### src/rtl/video_pkg.sv
`default_nettype none
// ============================================================================
// Module      : video_pkg
// Description : Shared types, colour masks and timing helpers for the
//               video pattern generator.
// Revision    : 1.0 - initial release
// ============================================================================
package video_pkg;

    // Runtime pattern selection; codes 5..7 are reserved and render black.
    typedef enum logic [2:0] {
        MODE_BAR   = 3'd0,
        MODE_GRID  = 3'd1,
        MODE_GRAD  = 3'd2,
        MODE_SOLID = 3'd3,
        MODE_BOX   = 3'd4
    } mode_e;

    // Colour-bar colours as {R,G,B} on/off masks, expanded to DATA_W later.
    localparam logic [2:0] c_mask_white   = 3'b111;
    localparam logic [2:0] c_mask_yellow  = 3'b110;
    localparam logic [2:0] c_mask_cyan    = 3'b011;
    localparam logic [2:0] c_mask_green   = 3'b010;
    localparam logic [2:0] c_mask_magenta = 3'b101;
    localparam logic [2:0] c_mask_red     = 3'b100;
    localparam logic [2:0] c_mask_blue    = 3'b001;
    localparam logic [2:0] c_mask_black   = 3'b000;

    localparam logic [2:0] c_last_bar = 3'd7;

    // Total period of a line or a frame.
    function automatic int calc_total(input int active, input int fp,
                                      input int sync, input int bp);
        return active + fp + sync + bp;
    endfunction

    // First counter value at which sync is asserted.
    function automatic int calc_sync_start(input int active, input int fp);
        return active + fp;
    endfunction

    // First counter value at which sync is released again.
    function automatic int calc_sync_end(input int active, input int fp,
                                         input int sync);
        return active + fp + sync;
    endfunction

    // Bar index to colour mask: white, yellow, cyan, green, magenta, red,
    // blue, black.
    function automatic logic [2:0] bar_mask(input logic [2:0] idx);
        logic [2:0] m;
        case (idx)
            3'd0:    m = c_mask_white;
            3'd1:    m = c_mask_yellow;
            3'd2:    m = c_mask_cyan;
            3'd3:    m = c_mask_green;
            3'd4:    m = c_mask_magenta;
            3'd5:    m = c_mask_red;
            3'd6:    m = c_mask_blue;
            default: m = c_mask_black;
        endcase
        return m;
    endfunction

endpackage
`default_nettype wire

### src/rtl/video_timing_core.sv
`default_nettype none
// ============================================================================
// Module      : video_timing_core
// Description : Horizontal/vertical counters, sync/enable decode, colour-bar
//               index tracking and the registered frame-start strobe.
// Revision    : 1.0 - initial release
// ============================================================================
module video_timing_core
    import video_pkg::*;
#(
    parameter int H_ACTIVE = 1280,
    parameter int H_FP     = 110,
    parameter int H_SYNC   = 40,
    parameter int H_BP     = 220,
    parameter int V_ACTIVE = 720,
    parameter int V_FP     = 5,
    parameter int V_SYNC   = 5,
    parameter int V_BP     = 20,
    parameter int HS_POL   = 1,
    parameter int VS_POL   = 1,
    parameter int CNT_W    = 12
) (
    input  logic             clk,
    input  logic             rst,
    input  logic             i_en,
    output logic [CNT_W-1:0] o_h_cnt,
    output logic [CNT_W-1:0] o_v_cnt,
    output logic [2:0]       o_bar_idx,
    output logic             o_frame_start_cond,
    output logic             o_de_cond,
    output logic             o_hs,
    output logic             o_vs,
    output logic             o_de,
    output logic             o_frame_start
);

    localparam int c_h_total = calc_total(H_ACTIVE, H_FP, H_SYNC, H_BP);
    localparam int c_v_total = calc_total(V_ACTIVE, V_FP, V_SYNC, V_BP);

    localparam logic [CNT_W-1:0] c_h_last     = CNT_W'(c_h_total - 1);
    localparam logic [CNT_W-1:0] c_v_last     = CNT_W'(c_v_total - 1);
    localparam logic [CNT_W-1:0] c_h_active   = CNT_W'(H_ACTIVE);
    localparam logic [CNT_W-1:0] c_v_active   = CNT_W'(V_ACTIVE);
    localparam logic [CNT_W-1:0] c_hs_start   = CNT_W'(calc_sync_start(H_ACTIVE, H_FP));
    localparam logic [CNT_W-1:0] c_hs_end     = CNT_W'(calc_sync_end(H_ACTIVE, H_FP, H_SYNC));
    localparam logic [CNT_W-1:0] c_vs_start   = CNT_W'(calc_sync_start(V_ACTIVE, V_FP));
    localparam logic [CNT_W-1:0] c_vs_end     = CNT_W'(calc_sync_end(V_ACTIVE, V_FP, V_SYNC));
    // Bar width H_ACTIVE/8 is a constant, so the bar index is tracked with a
    // reloading down-counter rather than a runtime divide.
    localparam logic [CNT_W-1:0] c_bar_last   = CNT_W'(H_ACTIVE / 8 - 1);
    localparam logic             c_hs_on      = 1'(HS_POL);
    localparam logic             c_vs_on      = 1'(VS_POL);

    // r_active qualifies the counter state: it is low for the first enabled
    // edge so that (0,0) is established before it is presented.
    logic             r_active;
    logic [CNT_W-1:0] r_h;
    logic [CNT_W-1:0] r_v;
    logic [CNT_W-1:0] r_bar_cnt;
    logic [2:0]       r_bar_idx;
    logic             r_hs;
    logic             r_vs;
    logic             r_de;
    logic             r_fs;

    logic w_run;
    logic w_hs_on;
    logic w_vs_on;
    logic w_active;
    logic w_origin;

    assign w_run    = r_active & i_en;
    assign w_hs_on  = (r_h >= c_hs_start) && (r_h < c_hs_end);
    assign w_vs_on  = (r_v >= c_vs_start) && (r_v < c_vs_end);
    assign w_active = (r_h < c_h_active) && (r_v < c_v_active);
    assign w_origin = (r_h == '0) && (r_v == '0);

    assign o_h_cnt            = r_h;
    assign o_v_cnt            = r_v;
    assign o_bar_idx          = r_bar_idx;
    assign o_frame_start_cond = w_run & w_origin;
    assign o_de_cond          = w_run & w_active;
    assign o_hs               = r_hs;
    assign o_vs               = r_vs;
    assign o_de               = r_de;
    assign o_frame_start      = r_fs;

    // Advance counters while running and register the decoded timing outputs.
    always_ff @(posedge clk) begin
        if (rst || !i_en) begin
            r_active  <= 1'b0;
            r_h       <= '0;
            r_v       <= '0;
            r_bar_cnt <= c_bar_last;
            r_bar_idx <= 3'd0;
            r_hs      <= ~c_hs_on;
            r_vs      <= ~c_vs_on;
            r_de      <= 1'b0;
            r_fs      <= 1'b0;
        end else begin
            r_active <= 1'b1;
            if (r_active) begin
                if (r_h == c_h_last) begin
                    r_h       <= '0;
                    r_bar_cnt <= c_bar_last;
                    r_bar_idx <= 3'd0;
                    r_v       <= (r_v == c_v_last) ? '0 : r_v + 1'b1;
                end else begin
                    r_h <= r_h + 1'b1;
                    if (r_bar_cnt == '0) begin
                        r_bar_cnt <= c_bar_last;
                        // Saturate so the last bar absorbs any remainder.
                        if (r_bar_idx != c_last_bar) begin
                            r_bar_idx <= r_bar_idx + 3'd1;
                        end
                    end else begin
                        r_bar_cnt <= r_bar_cnt - 1'b1;
                    end
                end
            end
            r_hs <= (r_active && w_hs_on) ? c_hs_on : ~c_hs_on;
            r_vs <= (r_active && w_vs_on) ? c_vs_on : ~c_vs_on;
            r_de <= r_active && w_active;
            r_fs <= r_active && w_origin;
        end
    end

endmodule
`default_nettype wire

### src/rtl/video_pattern_gen.sv
`default_nettype none
// ============================================================================
// Module      : video_pattern_gen
// Description : Parametrised video timing plus runtime-selectable test
//               patterns (colour bar, grid, gradient, solid, moving box).
// Revision    : 1.0 - initial release
// ============================================================================
module video_pattern_gen
    import video_pkg::*;
#(
    parameter int H_ACTIVE = 1280,
    parameter int H_FP     = 110,
    parameter int H_SYNC   = 40,
    parameter int H_BP     = 220,
    parameter int V_ACTIVE = 720,
    parameter int V_FP     = 5,
    parameter int V_SYNC   = 5,
    parameter int V_BP     = 20,
    parameter int HS_POL   = 1,
    parameter int VS_POL   = 1,
    parameter int DATA_W   = 8,
    parameter int CNT_W    = 12,
    parameter int BOX_SIZE = 64,
    parameter int BOX_STEP = 4
) (
    input  logic                  pixel_clk,
    input  logic                  sys_rst,
    input  logic                  en,
    input  logic [2:0]            mode,
    input  logic [3*DATA_W-1:0]   solid_rgb,
    output logic                  video_hs,
    output logic                  video_vs,
    output logic                  video_de,
    output logic [3*DATA_W-1:0]   video_rgb,
    output logic [CNT_W-1:0]      pixel_xpos,
    output logic [CNT_W-1:0]      pixel_ypos,
    output logic                  frame_start,
    output logic [15:0]           frame_cnt
);

    logic [CNT_W-1:0] w_h;
    logic [CNT_W-1:0] w_v;
    logic [2:0]       w_bar_idx;
    logic             w_fs_cond;
    logic             w_de_cond;

    video_timing_core #(
        .H_ACTIVE (H_ACTIVE),
        .H_FP     (H_FP),
        .H_SYNC   (H_SYNC),
        .H_BP     (H_BP),
        .V_ACTIVE (V_ACTIVE),
        .V_FP     (V_FP),
        .V_SYNC   (V_SYNC),
        .V_BP     (V_BP),
        .HS_POL   (HS_POL),
        .VS_POL   (VS_POL),
        .CNT_W    (CNT_W)
    ) u_timing (
        .clk                (pixel_clk),
        .rst                (sys_rst),
        .i_en               (en),
        .o_h_cnt            (w_h),
        .o_v_cnt            (w_v),
        .o_bar_idx          (w_bar_idx),
        .o_frame_start_cond (w_fs_cond),
        .o_de_cond          (w_de_cond),
        .o_hs               (video_hs),
        .o_vs               (video_vs),
        .o_de               (video_de),
        .o_frame_start      (frame_start)
    );

    // Per-frame state, updated only on the frame-start edge.
    logic [2:0]          r_mode;
    logic [3*DATA_W-1:0] r_solid;
    logic [CNT_W-1:0]    r_box_x;
    logic [15:0]         r_frame_cnt;
    logic                r_first;
    logic [3*DATA_W-1:0] r_rgb;
    logic [CNT_W-1:0]    r_xpos;
    logic [CNT_W-1:0]    r_ypos;

    // The (0,0) pixel is rendered on the same edge that latches the frame
    // inputs, so the "current" values bypass the latches on that edge.
    logic [2:0]          w_mode_cur;
    logic [3*DATA_W-1:0] w_solid_cur;
    logic [CNT_W-1:0]    w_box_next;
    logic [CNT_W-1:0]    w_box_cur;
    logic [31:0]         w_box_sum;
    logic [31:0]         w_x32;
    logic [31:0]         w_y32;
    logic [31:0]         w_box32;
    logic                w_in_box;
    logic [3*DATA_W-1:0] w_pix;

    function automatic logic [3*DATA_W-1:0] expand_mask(input logic [2:0] m);
        return {{DATA_W{m[2]}}, {DATA_W{m[1]}}, {DATA_W{m[0]}}};
    endfunction

    assign w_box_sum  = 32'(r_box_x) + 32'(BOX_STEP) + 32'(BOX_SIZE);
    assign w_box_next = r_first                     ? '0 :
                        (w_box_sum > 32'(H_ACTIVE)) ? '0 :
                        CNT_W'(32'(r_box_x) + 32'(BOX_STEP));
    assign w_mode_cur  = w_fs_cond ? mode       : r_mode;
    assign w_solid_cur = w_fs_cond ? solid_rgb  : r_solid;
    assign w_box_cur   = w_fs_cond ? w_box_next : r_box_x;

    assign w_x32    = 32'(w_h);
    assign w_y32    = 32'(w_v);
    assign w_box32  = 32'(w_box_cur);
    assign w_in_box = (w_x32 >= w_box32) && (w_x32 < w_box32 + 32'(BOX_SIZE)) &&
                      (w_y32 < 32'(BOX_SIZE));

    // Pattern mux for the pixel at the current counter position.
    always_comb begin
        w_pix = '0;
        case (w_mode_cur)
            MODE_BAR:   w_pix = expand_mask(bar_mask(w_bar_idx));
            MODE_GRID:  w_pix = ((w_h[4:0] == 5'd0) || (w_v[4:0] == 5'd0)) ? '1 : '0;
            MODE_GRAD:  w_pix = {3{DATA_W'(w_h)}};
            MODE_SOLID: w_pix = w_solid_cur;
            MODE_BOX:   w_pix = w_in_box ? '1 : '0;
            default:    w_pix = '0;
        endcase
    end

    // Frame latch and registered pixel outputs.
    always_ff @(posedge pixel_clk) begin
        if (sys_rst) begin
            r_mode      <= 3'd0;
            r_solid     <= '0;
            r_box_x     <= '0;
            r_frame_cnt <= 16'd0;
            r_first     <= 1'b1;
            r_rgb       <= '0;
            r_xpos      <= '0;
            r_ypos      <= '0;
        end else begin
            if (w_fs_cond) begin
                r_mode      <= mode;
                r_solid     <= solid_rgb;
                r_box_x     <= w_box_next;
                r_first     <= 1'b0;
                r_frame_cnt <= r_first ? 16'd0 : r_frame_cnt + 16'd1;
            end
            r_rgb  <= w_de_cond ? w_pix : '0;
            r_xpos <= w_de_cond ? w_h   : '0;
            r_ypos <= w_de_cond ? w_v   : '0;
        end
    end

    assign video_rgb  = r_rgb;
    assign pixel_xpos = r_xpos;
    assign pixel_ypos = r_ypos;
    assign frame_cnt  = r_frame_cnt;

endmodule
`default_nettype wire

### config.mk
export PLATFORM = sky130hd
export DESIGN_NAME = video_pattern_gen
export DESIGN_NICKNAME = d
export VERILOG_FILES = /design/src/rtl/video_pkg.sv /design/src/rtl/video_timing_core.sv /design/src/rtl/video_pattern_gen.sv
export SDC_FILE = /design/constraint.sdc
export NUM_CORES = 1
export LEC_CHECK = 0
export BUFFER_PORTS_ARGS = -buffer_cell sky130_fd_sc_hd__buf_4
export CORE_ASPECT_RATIO = 1.1
export CORE_MARGIN = 2
export CORE_UTILIZATION = 40
export DETAILED_ROUTE_END_ITERATION = 8
export GPL_TIMING_DRIVEN = 0
export PLACE_DENSITY = 0.59
export SLEW_MARGIN = 20
export SYNTH_ARGS = -nofsm -noshare
export SYNTH_HDL_FRONTEND = slang
export SYNTH_HIERARCHICAL = 1
export SYNTH_SLANG_ARGS = --single-unit
### constraint.sdc
create_clock -name pixel_clk -period 4.26 [get_ports pixel_clk]
set_input_delay 0.426 -clock pixel_clk [delete_from_list [all_inputs] [get_ports pixel_clk]]
set_output_delay 0.426 -clock pixel_clk [all_outputs]
set_load 0.01 [all_outputs]
Yosys cells after proc, flatten, opt, wreduce, memory -nomap -nowiden
Index checks and enable logic that the tools add are counted.

Register bits: 148. Output and inout port bits: 68. Logic and storage cells: 97.

Add/sub/neg operators: 8. Magnitude comparators: 10. Equality and inequality tests: 13. Muxes and demuxes: 20. Bitwise gates (word level): 4. Reduce and logical (&&, ||, !) cells: 25.

Operators with widths (count): $pmux 24 s5 (1); $mux 12 (7); $mux 24 (3); $logic_not 12->1 (3); $add 32x7->32 const B (1); $gt 32x11->1 const B (1); $add 12x1->12 const B (2); $lt 12x10->1 const B (2); $lt 12x11->1 const B (2); $pmux 3 s7 (1); $add 16x1->16 const B (1); $mux 16 (1); $add 12x3->13 const B (1); $add 12x7->13 const B (1); $lt 12x13->1 (1); $eq 12x10->1 const B (1); $eq 12x11->1 const B (1); $eq 3x2->1 const B (4); $eq 3x3->1 const B (4); $ge 12x10->1 const B (1); $ge 12x11->1 const B (1); $ge 12x12->1 (1); $lt 12x7->1 const B (1); $mux 3 (4); other kinds (16) (34).

Longest topological paths before layout
Depth after elaboration: 12. Gate-level depth with buffers: 22. Mapped depth without buffers: 21.

Modules after synthesis
The synthesis kept the hierarchy.

Modules (own cells, without submodules): video_pattern_gen (times used 1, cells each 488, area each 4599.4 µm², seq. area each 2082.0 µm²); video_timing_core (times used 1, cells each 293, area each 2402.3 µm², seq. area each 880.8 µm²).

Worst setup path before layout
No wires, ideal clock.

Kind: register to register. Start point: reg u_timing.r_h[0] (netlist: u_timing/o_h_cnt[0]). End point: reg r_rgb[10] (netlist: video_rgb[10]). Setup time: 58 ps. Data arrival time: 4320 ps. Data required time: 4202 ps. Slack: -118 ps. Cell stages (with the launch flop): 23. Buffers on the path: 1. Clock period less this slack: 4378 ps. Cells stage by stage: dfxtp_1 inv_1 ha_1 nor4b_1 nand3_1 nor3_1 inv_1 or4_1 a21boi_1 a21oi_2 inv_1 ha_1 xnor2_1 ha_1 o21a_1 o21a_1 o21ai_0 o21bai_1 a21oi_1 a21oi_1 a311oi_1 clkbuf_1 a21o_1.

Longest elaborated chain between the ends: 10. Elaborated cells on any way between the ends: 26. Those cells by class: 1 x add/sub; 3 x order compare; 4 x eq/ne; 6 x mux; 3 x bitwise; 9 x reduce/logical.

Ends and longest elaborated chain: start, declared (RTL line video_timing_core.sv:57) `logic [CNT_W-1:0] r_h;`; start signal, assigned (RTL line video_timing_core.sv:109) `r_h <= r_h + 1'b1;`; $logic_not 12->1 * (RTL line video_timing_core.sv:76) `assign w_origin = (r_h == '0) && (r_v == '0);`; $logic_and 1x1->1 * (RTL line video_timing_core.sv:76); $and 1x1->1 * (RTL line video_timing_core.sv:81) `assign o_frame_start_cond = w_run & w_origin;`; net w_fs_cond (RTL line video_pattern_gen.sv:44) `logic w_fs_cond;`; $mux 12 *; net w_box_cur[7] (RTL line video_pattern_gen.sv:89) `logic [CNT_W-1:0] w_box_cur;`; $add 12x7->13 (RTL line video_pattern_gen.sv:112) `assign w_in_box = (w_x32 >= w_box32) && (w_x32 < w_box32 + 32'(BOX_SIZE)) &&`; $lt 12x13->1 (RTL line video_pattern_gen.sv:112); $logic_and 1x1->1 * (2 in series) (RTL line video_pattern_gen.sv:112); $mux 24 * (RTL line video_pattern_gen.sv:123) `MODE_BOX: w_pix = w_in_box ? '1 : '0;`; $pmux 24 s5 * (RTL line video_pattern_gen.sv:118) `case (w_mode_cur)`; end signal, assigned (RTL line video_pattern_gen.sv:147) `r_rgb <= w_de_cond ? w_pix : '0;`; end, declared (RTL line video_pattern_gen.sv:80) `logic [3*DATA_W-1:0] r_rgb;`.

The timed path passes the listed nets; every way through them passes the cells marked *. A chain may end at the register's enable or synchronous reset.

Worst setup path after layout
Start point: reg u_timing.r_h[0] (netlist: u_timing/o_h_cnt[0]). End point: reg r_rgb[4] (netlist: video_rgb[4]).

Same word-level chain as after synthesis.

==> metrics.cfg <==
[synth]
synthMuxAreaShare_pct = 4.29
yosys.area_share.simple_pct = 24.4
synth_adder_area_share_pct = 6.08
synth_compound_area_share_pct = 15.7
synth_top_area_share_pct = 42.3
synth_xor_area_share_pct = 3.75
yosysSeqAreaShare_pct = 42.3
synth-main-ff-cell = dfxtp_1
synth-edff-count = 0
synthDistinctLibCells = 69
ys_ff_latch = 148
synth_area_leader_cell = dfxtp_1
synth_top_family_by_area = simple AND/OR/NAND/NOR gates
async_reset_ff_share_pct = 0
synth_area_per_cell_um2 = 8.97
yosys_warnings = 6
synth_nets = 845
netlist_area_um2 = 7000
synthTopCellsByArea = dfxtp_1 42%, ha_1 6.1%, nor2_1 4.4%, mux2i_1 4.3%, a21o_1 3.0%
netlist_instances = 781

[critical_path]
cp.arrival_ns = 4.58
crit_path_end_kind = flip-flop
crit_type = reg2reg
critPathRequiredTime_ns = 4.64
crit_fanout = 5
cp-start-kind = flip-flop

[global_routing]
grt_util_all_layers_pct = 20.0
grt_pass1_wl_um = 29100
grt_antenna_before_repair = 0
grt_max_degree = 19
grt_overflow = 0
grt_pass1_vias = 5637

[finish]
nNetsFinal = 981
final_cell_area_um2 = 9060
layout-drive-gt1-share_pct = 22.9
antenna_cells = 0
syn_to_final_growth_pct = 29.3

[status]
status = finished clean

[timing]
finalSetupViolations = 0
fin_crit_ns = 4.20
fmax_mhz = 238
finalHoldViolCount = 0
rsz0062_at_grt = yes
maxSlewHeadroom_pct = 48.8
finalCritPeriodShare_pct = 98.6
maxSlewViolCount = 0
tightest_slew_ns = 0.757
skew_ns = 0.0115
fin_hold_ws_ns = 0.195

[pwr]
power.internal_uw = 2280
p_per_area_nw_per_um2 = 343
power_uw = 3110
comb_power_share_pct = 6.1
p_switching_uw = 826
power.leakage_uw = 0.00375
swShare_pct = 26.6
pwr-share-clk_pct = 48.4
max-vdd-ir-drop_mv = 0.250
pwr-share-seq_pct = 45.5

[detailed_routing]
num_vias = 6086
drtPass1Iterations = 5
drc = 0
dr.first_iter.drc_count = 327
ant_nets = 0
drt-total-wl_um = 18700
viasPerCell = 5.23
wl_per_cell_um = 16.0

[clocking]
cts_hold_buf = 0
cts.sinks = 148
clk_latency_ns = 0.43
cts_tree = done
cts_root_buffer = clkbuf_16
clk_path_buf_depth = 2
cts_buffers = 17
htree_num_levels = 4
clkTransAtPathRegs_ns = 0.07

[floorplan]
die_w_um = 130
die_y_um = 143
io_pins = 98
start_util_pct = 41.0
die-area_um2 = 18600
core.rowCount = 50
coreArea_um2 = 17100

[placement]
place_area_um2 = 8030
hpwl_um = 13100
portBuffers = 97
gp_congestion = 0.827

[min_path]
hold_class = in2reg

[flow_run]
max_cap_viol_count = 0

[layout by cell type (no fill, tap or decap), types with 19 or more instances in the layout]
cell type / instances
nand2_1: 56
nor2_1: 82
clkbuf_1: 23
nand3_1: 30
mux2i_1: 30
a21oi_1: 32
dfxtp_1: 139
a21o_1: 28
o21ai_0: 19
and2_1: 29
buf_4: 118
ha_1: 30
clkbuf_16: 19
o211ai_1: 25
[power by group through the flow]
stage / logic, µW / registers [µW] / clock network [µW]
finish: 189 / 1410 / 1500
global placement: 176 / 1450 / 0
detailed placement: 176 / 1450 / 0
global route: 207 / 1420 / 1590
CTS: 186 / 1420 / 1530
floorplan: 102 / 1450 / 0
[through the flow]
stage	setup TNS, ns	util, %	std cells	setup slack [ns]
2_1_floorplan	0	-	781	0.0201
3_3_place_gp	-29.40	47.0	1112	-1.32
3_5_place_dp	-28.53	47.0	1112	-1.30
4_1_cts	0	51.7	1150	0.00666
5_1_grt	-2.78	53.0	1164	-0.133
6_report	0	53.0	1164	0.0607
[worst max-delay path, cell delays in order, from the launching register on]
cell and delay [ns]:
dfxtp_4 0.35, inv_2 0.06, ha_2 0.17, nor4b_4 0.20, nand3_2 0.14, nor3_4 0.27, inv_2 0.08, or4_4 0.48
a21boi_2 0.16, a21oi_2 0.05, inv_1 0.07, ha_2 0.19, xnor2_1 0.08, ha_1 0.32, o21a_1 0.12, o21a_1 0.18
o21ai_2 0.17, o21bai_1 0.11, a21oi_2 0.19, a21oi_2 0.09, a311oi_4 0.22, buf_6 0.20, clkbuf_16 0.15, a21o_1 0.08
[per-layer routing]
metal	track usage [%]	wire length [µm]	vias up
met1	27.9	8900	2855
met2	31.4	8830	124
met4	5.72	265	0
met3	4.12	672	23
li1	-	-	3084
met5	0	0	-
[cell families after synthesis]
kind of cell               after synthesis
AOI/OAI and AO/OA                      159
xor gates and xnor gates                30
muxes                                   30
buffers and inverters                   62
DFF                                    148
adders and majority gates               34
and+or+nand+nor                        318
[final cells by class]
class,instances,area (µm²)
Fill cell,1585,8020
Tap cell,234,293
Buffer,36,178
Inverter,23,88.8
Timing Repair Buffer,120,943
Clock buffer,17,425
Multi-Input combinational cell,571,3960
Clock inverter,15,180
Sequential cell,148,2990
[cell usage after synthesis, types with 14 or more instances]
cell type	instances
a21oi_1	34
inv_1	22
a21o_1	28
nand2_1	56
nand3_1	31
mux2i_1	30
xor2_1	17
clkbuf_1	30
nand4_1	14
ha_1	34
and2_1	29
o21ai_0	20
o211ai_1	25
nor3_1	17
dfxtp_1	148
nor2_1	82
[worst paths after layout]
check | cells after the start | slack (ns) | endpoint | from
max | 23 | 0.06 | video_rgb[4]$_SDFF_PP0_ | u_timing/o_h_cnt[0]$_SDFFE_PN0P_
min | 2 | 0.19 | u_timing/o_de$_SDFF_PN0_ | sys_rst
max reg2reg | 23 | 0.06 | video_rgb[4]$_SDFF_PP0_ | u_timing/o_h_cnt[0]$_SDFFE_PN0P_
min reg2reg | 1 | 0.48 | r_box_x[0]$_SDFF_PP0_ | r_box_x[0]$_SDFF_PP0_
[repair_timing]
action                                  in CTS  in global routing
gates resized for setup                     42                 23
pin swaps                                    6                 15
gates cloned                                 0                  2
endpoints found under the setup margin      24                 24
buffers inserted                             8                 13
Note: power is estimated with default switching activity, not from simulation.
